## src/rtl/sink_id_arbiter_pkg.sv

```systemverilog
// Shared types for the sink ID arbiter: default ID width, ID type and FSM states.
package tidc_sink_pkg;

    localparam int SINK_ID_W = 4;

    typedef logic [SINK_ID_W-1:0] sink_id_t;

    typedef enum logic [1:0] {
        ST_IDLE,
        ST_REQ,
        ST_WAIT
    } sink_arb_state_e;

endpackage

```

## src/rtl/sink_id_arbiter_if.sv

```systemverilog
// Bundle of requester, free-path and allocator handshake signals for the sink ID arbiter.
// The slave modport is the arbiter's view; master is the surrounding environment.
interface sink_id_arbiter_if import tidc_sink_pkg::*; #(
    parameter int NUM_REQ = 4,
    parameter int ID_W    = SINK_ID_W
);

    logic [NUM_REQ-1:0]         req;
    logic [NUM_REQ-1:0]         gnt;
    logic [ID_W-1:0]            gnt_sink_id;
    logic                       free_valid;
    logic [ID_W-1:0]            free_sink_id;
    logic [$clog2(NUM_REQ)-1:0] free_src;
    logic                       alloc_req;
    logic                       alloc_gnt;
    logic [ID_W-1:0]            alloc_sink_id;
    logic                       dealloc_req;
    logic [ID_W-1:0]            dealloc_sink_id;
    logic [ID_W:0]              outstanding;
    logic                       err_free;

    modport slave (
        input  req, free_valid, free_sink_id, free_src, alloc_gnt, alloc_sink_id,
        output gnt, gnt_sink_id, alloc_req, dealloc_req, dealloc_sink_id, outstanding, err_free
    );

    modport master (
        output req, free_valid, free_sink_id, free_src, alloc_gnt, alloc_sink_id,
        input  gnt, gnt_sink_id, alloc_req, dealloc_req, dealloc_sink_id, outstanding, err_free
    );

endinterface

```

## src/rtl/sink_id_arbiter_rr_arbiter.sv

```systemverilog
// Combinational round-robin picker: scans the request vector starting at the
// pointer, wrapping modulo NUM_REQ, and reports the first hit.
module rr_arbiter #(
    parameter int NUM_REQ = 4,
    parameter int PTR_W   = $clog2(NUM_REQ)
) (
    input  logic [NUM_REQ-1:0] req,
    input  logic [PTR_W-1:0]   ptr,
    output logic [NUM_REQ-1:0] win_onehot,
    output logic [PTR_W-1:0]   win_idx,
    output logic               any_win
);

    logic [PTR_W-1:0] cand;

    // Walk the requesters from the pointer onward and keep the first one found.
    always_comb begin
        win_onehot = '0;
        win_idx    = '0;
        any_win    = 1'b0;
        cand       = '0;
        for (int i = 0; i < NUM_REQ; i++) begin
            cand = PTR_W'((int'(ptr) + i) % NUM_REQ);
            if (!any_win && req[cand]) begin
                any_win          = 1'b1;
                win_idx          = cand;
                win_onehot[cand] = 1'b1;
            end
        end
    end

endmodule

```

## src/rtl/sink_id_arbiter.sv

```systemverilog
// Round-robin arbiter sharing one sink ID allocator among NUM_REQ requesters.
// Sequences IDLE -> REQ -> WAIT per allocation, forwards frees to the allocator
// and tracks outstanding IDs so the allocator is never asked when exhausted.
// Optional macro SINK_ARB_OWNER_CHECK_EN adds a per-ID owner table that flags
// frees from the wrong requester.
module sink_id_arbiter import tidc_sink_pkg::*; #(
    parameter int NUM_REQ = 4,
    parameter int ID_W    = SINK_ID_W
) (
    input  logic               clk,
    input  logic               rst,
    sink_id_arbiter_if.slave   bus
);

    localparam int              PTR_W    = $clog2(NUM_REQ);
    localparam int              POOL     = 2**ID_W;
    localparam logic [ID_W:0]   POOL_CNT = (ID_W+1)'(POOL);
    localparam logic [ID_W:0]   CNT_ONE  = 1;
    localparam logic [PTR_W-1:0] PTR_ONE  = 1;
    localparam logic [PTR_W-1:0] LAST_IDX = PTR_W'(NUM_REQ - 1);

    sink_arb_state_e    state;
    sink_arb_state_e    state_next;
    logic [PTR_W-1:0]   ptr_q;
    logic [PTR_W-1:0]   winner_q;
    logic [NUM_REQ-1:0] winner_oh_q;
    logic [ID_W-1:0]    id_q;
    logic [NUM_REQ-1:0] eligible;
    logic [NUM_REQ-1:0] arb_onehot;
    logic [PTR_W-1:0]   arb_idx;
    logic               arb_any;
    logic               gnt_any;
    logic               not_full;
    logic               start_arb;
    logic               grant_now;
    logic               free_ok;
    logic               owner_bad;

    // A requester whose grant pulse is out this cycle is masked from the next pick.
    assign eligible = bus.req & ~bus.gnt;
    assign gnt_any  = |bus.gnt;
    assign free_ok  = bus.free_valid && (bus.outstanding != '0);

    // The grant currently on the bus is not yet in the counter, so count it here.
    assign not_full = gnt_any ? (bus.outstanding < (POOL_CNT - CNT_ONE))
                              : (bus.outstanding < POOL_CNT);

    rr_arbiter #(
        .NUM_REQ (NUM_REQ)
    ) u_rr (
        .req        (eligible),
        .ptr        (ptr_q),
        .win_onehot (arb_onehot),
        .win_idx    (arb_idx),
        .any_win    (arb_any)
    );

    // FSM state register.
    always_ff @(posedge clk or posedge rst) begin
        if (rst) state <= ST_IDLE;
        else     state <= state_next;
    end

    // Next-state logic; a missing alloc_gnt in WAIT simply drops back to IDLE for a retry.
    always_comb begin
        state_next = state;
        start_arb  = 1'b0;
        grant_now  = 1'b0;
        case (state)
            ST_IDLE: begin
                if (arb_any && not_full) begin
                    start_arb  = 1'b1;
                    state_next = ST_REQ;
                end
            end
            ST_REQ: begin
                state_next = ST_WAIT;
            end
            ST_WAIT: begin
                grant_now  = bus.alloc_gnt;
                state_next = ST_IDLE;
            end
            default: begin
                state_next = ST_IDLE;
            end
        endcase
    end

    // Winner latch, allocated ID capture and pointer advance on a completed grant.
    always_ff @(posedge clk or posedge rst) begin
        if (rst) begin
            winner_q    <= '0;
            winner_oh_q <= '0;
            id_q        <= '0;
            ptr_q       <= '0;
        end else begin
            if (start_arb) begin
                winner_q    <= arb_idx;
                winner_oh_q <= arb_onehot;
            end
            if (state == ST_REQ) begin
                id_q <= bus.alloc_sink_id;
            end
            if (grant_now) begin
                ptr_q <= (winner_q == LAST_IDX) ? '0 : winner_q + PTR_ONE;
            end
        end
    end

    // Registered grant pulse and allocator request.
    always_ff @(posedge clk or posedge rst) begin
        if (rst) begin
            bus.gnt         <= '0;
            bus.gnt_sink_id <= '0;
            bus.alloc_req   <= 1'b0;
        end else begin
            bus.gnt         <= grant_now ? winner_oh_q : '0;
            bus.gnt_sink_id <= grant_now ? id_q : '0;
            bus.alloc_req   <= (state_next == ST_REQ);
        end
    end

    // Frees pass straight through to the allocator one cycle later, independent of the FSM.
    always_ff @(posedge clk or posedge rst) begin
        if (rst) begin
            bus.dealloc_req     <= 1'b0;
            bus.dealloc_sink_id <= '0;
        end else begin
            bus.dealloc_req <= bus.free_valid;
            if (bus.free_valid) begin
                bus.dealloc_sink_id <= bus.free_sink_id;
            end
        end
    end

    // Outstanding ID count (saturating at zero) and sticky illegal-free flag.
    always_ff @(posedge clk or posedge rst) begin
        if (rst) begin
            bus.outstanding <= '0;
            bus.err_free    <= 1'b0;
        end else begin
            case ({gnt_any, free_ok})
                2'b10:   bus.outstanding <= bus.outstanding + CNT_ONE;
                2'b01:   bus.outstanding <= bus.outstanding - CNT_ONE;
                default: bus.outstanding <= bus.outstanding;
            endcase
            if ((bus.free_valid && (bus.outstanding == '0)) || owner_bad) begin
                bus.err_free <= 1'b1;
            end
        end
    end

`ifdef SINK_ARB_OWNER_CHECK_EN
    logic [PTR_W-1:0] owner_idx [POOL];
    logic [POOL-1:0]  owner_vld;

    assign owner_bad = bus.free_valid &&
                       !(owner_vld[bus.free_sink_id] &&
                         (owner_idx[bus.free_sink_id] == bus.free_src));

    // Owner table: a grant claims its ID entry, a free releases it; the claim wins on a clash.
    always_ff @(posedge clk or posedge rst) begin
        if (rst) begin
            owner_vld <= '0;
            for (int i = 0; i < POOL; i++) begin
                owner_idx[i] <= '0;
            end
        end else begin
            if (bus.free_valid) begin
                owner_vld[bus.free_sink_id] <= 1'b0;
            end
            if (grant_now) begin
                owner_vld[id_q] <= 1'b1;
                owner_idx[id_q] <= winner_q;
            end
        end
    end
`else
    logic free_src_unused;

    assign owner_bad       = 1'b0;
    assign free_src_unused = ^bus.free_src;
`endif

endmodule

```

## src/flat_wrapper.sv

```systemverilog
// flat-port wrapper written by rule: the top's interface ports become plain ports
module sink_id_arbiter_flat import tidc_sink_pkg::*;
#(
    parameter int NUM_REQ = 4,
    parameter int ID_W    = SINK_ID_W
)
  (clk, rst, bus_req, bus_free_valid, bus_free_sink_id, bus_free_src, bus_alloc_gnt, bus_alloc_sink_id, bus_gnt, bus_gnt_sink_id, bus_alloc_req, bus_dealloc_req, bus_dealloc_sink_id, bus_outstanding, bus_err_free);
  sink_id_arbiter_if #(.NUM_REQ(NUM_REQ), .ID_W(ID_W)) bus_i ();
  input  logic clk;
  input  logic rst;
  input wire logic [$bits(bus_i.req)-1:0] bus_req;
  input wire logic [$bits(bus_i.free_valid)-1:0] bus_free_valid;
  input wire logic [$bits(bus_i.free_sink_id)-1:0] bus_free_sink_id;
  input wire logic [$bits(bus_i.free_src)-1:0] bus_free_src;
  input wire logic [$bits(bus_i.alloc_gnt)-1:0] bus_alloc_gnt;
  input wire logic [$bits(bus_i.alloc_sink_id)-1:0] bus_alloc_sink_id;
  output wire logic [$bits(bus_i.gnt)-1:0] bus_gnt;
  output wire logic [$bits(bus_i.gnt_sink_id)-1:0] bus_gnt_sink_id;
  output wire logic [$bits(bus_i.alloc_req)-1:0] bus_alloc_req;
  output wire logic [$bits(bus_i.dealloc_req)-1:0] bus_dealloc_req;
  output wire logic [$bits(bus_i.dealloc_sink_id)-1:0] bus_dealloc_sink_id;
  output wire logic [$bits(bus_i.outstanding)-1:0] bus_outstanding;
  output wire logic [$bits(bus_i.err_free)-1:0] bus_err_free;
  assign bus_i.req = bus_req;
  assign bus_i.free_valid = bus_free_valid;
  assign bus_i.free_sink_id = bus_free_sink_id;
  assign bus_i.free_src = bus_free_src;
  assign bus_i.alloc_gnt = bus_alloc_gnt;
  assign bus_i.alloc_sink_id = bus_alloc_sink_id;
  assign bus_gnt = bus_i.gnt;
  assign bus_gnt_sink_id = bus_i.gnt_sink_id;
  assign bus_alloc_req = bus_i.alloc_req;
  assign bus_dealloc_req = bus_i.dealloc_req;
  assign bus_dealloc_sink_id = bus_i.dealloc_sink_id;
  assign bus_outstanding = bus_i.outstanding;
  assign bus_err_free = bus_i.err_free;
  sink_id_arbiter #(.NUM_REQ(NUM_REQ), .ID_W(ID_W)) u_core (.clk(clk), .rst(rst), .bus(bus_i));
endmodule
```

## config.mk

```make
export PLATFORM = sky130hd
export DESIGN_NAME = sink_id_arbiter_flat
export DESIGN_NICKNAME = d
export VERILOG_FILES = /design/src/rtl/sink_id_arbiter_pkg.sv /design/src/rtl/sink_id_arbiter_if.sv /design/src/rtl/sink_id_arbiter_rr_arbiter.sv /design/src/rtl/sink_id_arbiter.sv /design/src/flat_wrapper.sv
export SDC_FILE = /design/constraint.sdc
export NUM_CORES = 1
export LEC_CHECK = 0
export ABC_AREA = 1
export CORE_MARGIN = 10
export CORE_UTILIZATION = 50
export CTS_BUF_LIST = sky130_fd_sc_hd__clkbuf_8
export DETAILED_ROUTE_END_ITERATION = 8
export PLACE_DENSITY = 0.84
export SYNTH_ARGS = -nofsm -noshare
export SYNTH_HDL_FRONTEND = slang
export SYNTH_SLANG_ARGS = --single-unit
```

## constraint.sdc

```tcl
create_clock -name clk -period 3 [get_ports clk]
set_clock_uncertainty 0.15 [all_clocks]
set_input_delay 0.3 -clock clk [delete_from_list [all_inputs] [get_ports clk]]
set_output_delay 0.3 -clock clk [all_outputs]
set_load 0.02 [all_outputs]
```

==> flow_metrics.py <==
metrics = {
    "final_layout": {
        "diodes": 0,
        "final_nets": 301,
        "syn2layout_area_growth_pct": 25.3,
        "drive_gt1_share_pct": 9.26,
        "multi_input_area_sq_um": 938,
        "ff_latch_area_sq_um": 851,
        "fill_cells": 323,
    },
    "power": {
        "p_sw_mw": 1.15,
        "power_switching_share_pct": 47.0,
        "power_frac_comb_pct": 56.8,
        "p_seq_share_pct": 30.4,
        "ir_worst_vdd_v": 0.000514,
        "power.density_nw_per_um2": 1010,
        "internal_power_mw": 1.29,
        "clkPwrFrac_pct": 12.7,
        "p_leak_nw": 1.23,
        "power_mw": 2.44,
    },
    "grt": {
        "grt_overflow": 0,
        "grt_pass1_wl_um": 7850,
        "grt_usage_pct": 14.6,
        "grt_pass1_vias": 1705,
        "grt_max_degree": 35,
        "antenna_found_initial": 0,
    },
    "synth": {
        "synthTopCellsByCount": "nand2_1 (63), dfrtp_1 (34), inv_1 (28), nand3_1 (21), nor2_1 (16)",
        "synth_cell_types": 28,
        "syn_area_per_cell_sq_um": 8.48,
        "syn_nets": 259,
        "ys_seq_elements": 34,
        "synth-edff-count": 0,
        "ys.flop_type": "dfrtp_1",
        "synthCells": 228,
        "yosysMostFrequentCell": "nand2_1",
        "synthTopCellsByArea": "dfrtp_1 (44%), nand2_1 (12%), ha_1 (8.4%), inv_1 (5.4%), nand3_1 (5.4%)",
        "synth_warnings": 0,
        "synth_async_sr_flop_share_pct": 100,
        "yosys.area.top_type_share_pct": 44.0,
        "syn_area_sq_um": 1930,
        "synth_top_area_cell": "dfrtp_1",
        "ys_seq_area_share_pct": 44.0,
    },
    "clock_network": {
        "holdBufCountCts": 0,
        "postCtsSetupBuffers": 0,
        "cts_resized": 0,
        "clock_path_buffers": 2,
        "clk_latency_ns": 0.28,
        "htreeDepth": 2,
        "clkSinkCount": 34,
        "clk_pin_slew_worst_paths_ns": 0.07,
        "numCtsBuffers": 5,
        "cts_tree": "yes",
        "cts-root-buf": "clkbuf_8",
    },
    "worst_setup_path": {
        "cp.required_ns": 3.02,
        "crit_top_cell": "nand2_1",
        "crit_slowest_cell": "dfrtp_1",
        "critPathMaxFanout": 6,
        "r2r_cells": 16,
        "end_kind": "flop",
        "crit_family": "simple AND/OR/NAND/NOR gates",
        "crit_buf_inv": 2,
        "startpoint_type": "flop",
        "crit_chain": "nor3_1, nand3_1, nand2_1, inv_1, ha_1, xor2_1, ha_1, inv_1, nand2_1, nand2_1, nand2_1, nand2_1, nand2_1, nand2_1, nand3_1, xor2_1",
        "crit_type": "reg2reg",
        "cp_slowest_stage_delay_ns": 0.45,
        "cp.arrival_ns": 2.51,
        "worstSetupPathDepth": 16,
    },
    "route": {
        "routed_wl_um": 4480,
        "antenna_left": 0,
        "drc": 0,
        "dr.pass1.iters": 4,
        "routedWlPerCell_um": 14.1,
        "vias": 1642,
        "via_per_inst": 5.16,
        "drtIter0Drc": 85,
    },
    "min_path": {
        "min_path_type": "in2async",
    },
    "die": {
        "rows": 22,
        "die_w_um": 82.2,
        "coreArea_sq_um": 3690,
        "io_pins": 38,
        "initial_utilization_pct": 52.4,
        "dieArea_sq_um": 6750,
        "dieHeight_um": 82.2,
    },
    "timing": {
        "worst_slew_pin_slew_ns": 0.572,
        "rsz0062_at_grt": "false",
        "hold_violations": 0,
        "maxSlewViolCount": 0,
        "post-route-period-util_pct": 83.0,
        "max_freq_mhz": 402,
        "finalSetupViolations": 0,
        "max-slew-margin-rel_pct": 61.9,
        "fin_setup_tns_ns": 0,
        "period_minus_slack_ns": 2.49,
    },
    "placement": {
        "dp_hpwl_um": 3440,
        "io_buffers": 35,
        "gp_congestion": 0.858,
    },
    "job": {
        "drv_cap": 0,
    },
    "status": {
        "outcome": "finished clean",
    },
}
## per-layer routing
| metal | up-vias | GRT usage [%] | part of all wire (%) |
|---|---|---|---|
| met5 | - | 0 | 0 |
| met4 | 0 | 5.27 | 1.1 |
| met3 | 5 | 3.13 | 4.2 |
| met2 | 36 | 25.6 | 51 |
| met1 | 791 | 17.2 | 44 |
| li1 | 810 | - | - |
## metrics by stage
stage	hold slack, ns	area, sq um	util (%)	instances	setup WS [ns]
finish	0.253	2420	65.7	318	0.511
global route	0.319	2420	65.7	318	0.247
CTS	0.269	2420	65.7	318	0.483
detailed placement	0.308	2340	63.5	311	0.344
global placement	0.306	2340	63.5	311	0.435
floorplan	0.181	1930	-	228	0.663
## final timing paths
kind,from,endpoint,slack [ns]
setup / recovery,u_core.bus.outstanding[0],u_core.bus.outstanding[4],0.51
hold / removal,rst,u_core.bus.outstanding[1],0.25
setup reg to reg,u_core.bus.outstanding[0],u_core.bus.outstanding[4],0.51
hold reg to reg,u_core.bus.dealloc_sink_id[3],u_core.bus.dealloc_sink_id[3],0.33
max in group asynchronous,rst,u_core.bus.gnt_sink_id[3],2.15
min in group clk,u_core.bus.dealloc_sink_id[3],u_core.bus.dealloc_sink_id[3],0.33
## layout make-up
type                    instances  share of cell area [%]
flip-flops and latches         34                    35.1
inverters                      31                    5.32
well taps                      48                    2.48
clock buffers                   5                    2.84
multi-input cells             161                    38.7
repair buffers                 37                    15.1
clock inverters                 2                   0.413
## sequential cells by signal (all words and copies together) (netlist names)
register,cells
u_core.winner_oh_q,4
u_core.bus.gnt_sink_id,4
u_core.ptr_q,2
u_core.bus.alloc_req,1
u_core.bus.dealloc_req,1
u_core.bus.outstanding,5
u_core.state,2
u_core.id_q,4
u_core.winner_q,2
u_core.bus.gnt,4
u_core.bus.err_free,1
u_core.bus.dealloc_sink_id,4
## kinds of logic (layout without fill, tap and decap cells)
family,after synthesis,after routing,synth area share (%)
AND/OR/NAND/NOR,123,123,31.8
flip-flops,34,34,44.0
buffers and inverters,33,75,7.44
AO/OA/AOI/OAI,20,20,6.08
adder cells (fa/ha/maj),13,13,8.41
XOR/XNOR,5,5,2.27
## power by group through the flow
stage               sequential [mW]  clock (mW)  combinational (mW)
CTS                           0.739       0.315                1.39
detailed placement            0.747           0                1.38
global placement              0.739           0                1.34
global route                  0.763       0.335                1.57
finish                        0.741       0.311                1.39
floorplan                     0.789           0               0.954
## cell usage in the layout, fill, tap and decap left out, drive strengths merged
master	synthesis	final
dfrtp	34	34
clkbuf	1	5
xnor2	1	1
ha	13	13
inv	31	31
a21oi	6	6
a21boi	4	4
clkinv	0	2
nand3b	1	1
o21a	1	1
o31ai	1	1
clkdlybuf4s50	0	35
buf	1	2
xor2	4	4
o21ai	7	7
o21bai	1	1
nor3	2	2
nor2	17	17
nand2	70	70
nand4	8	8
nand3	25	25
## tightest hold or removal path, stage by stage
cell and delay [ns]:
clkdlybuf4s50_1 0.39, inv_1 0.05, buf_4 0.36
Power figures use the tool's default switching activity.
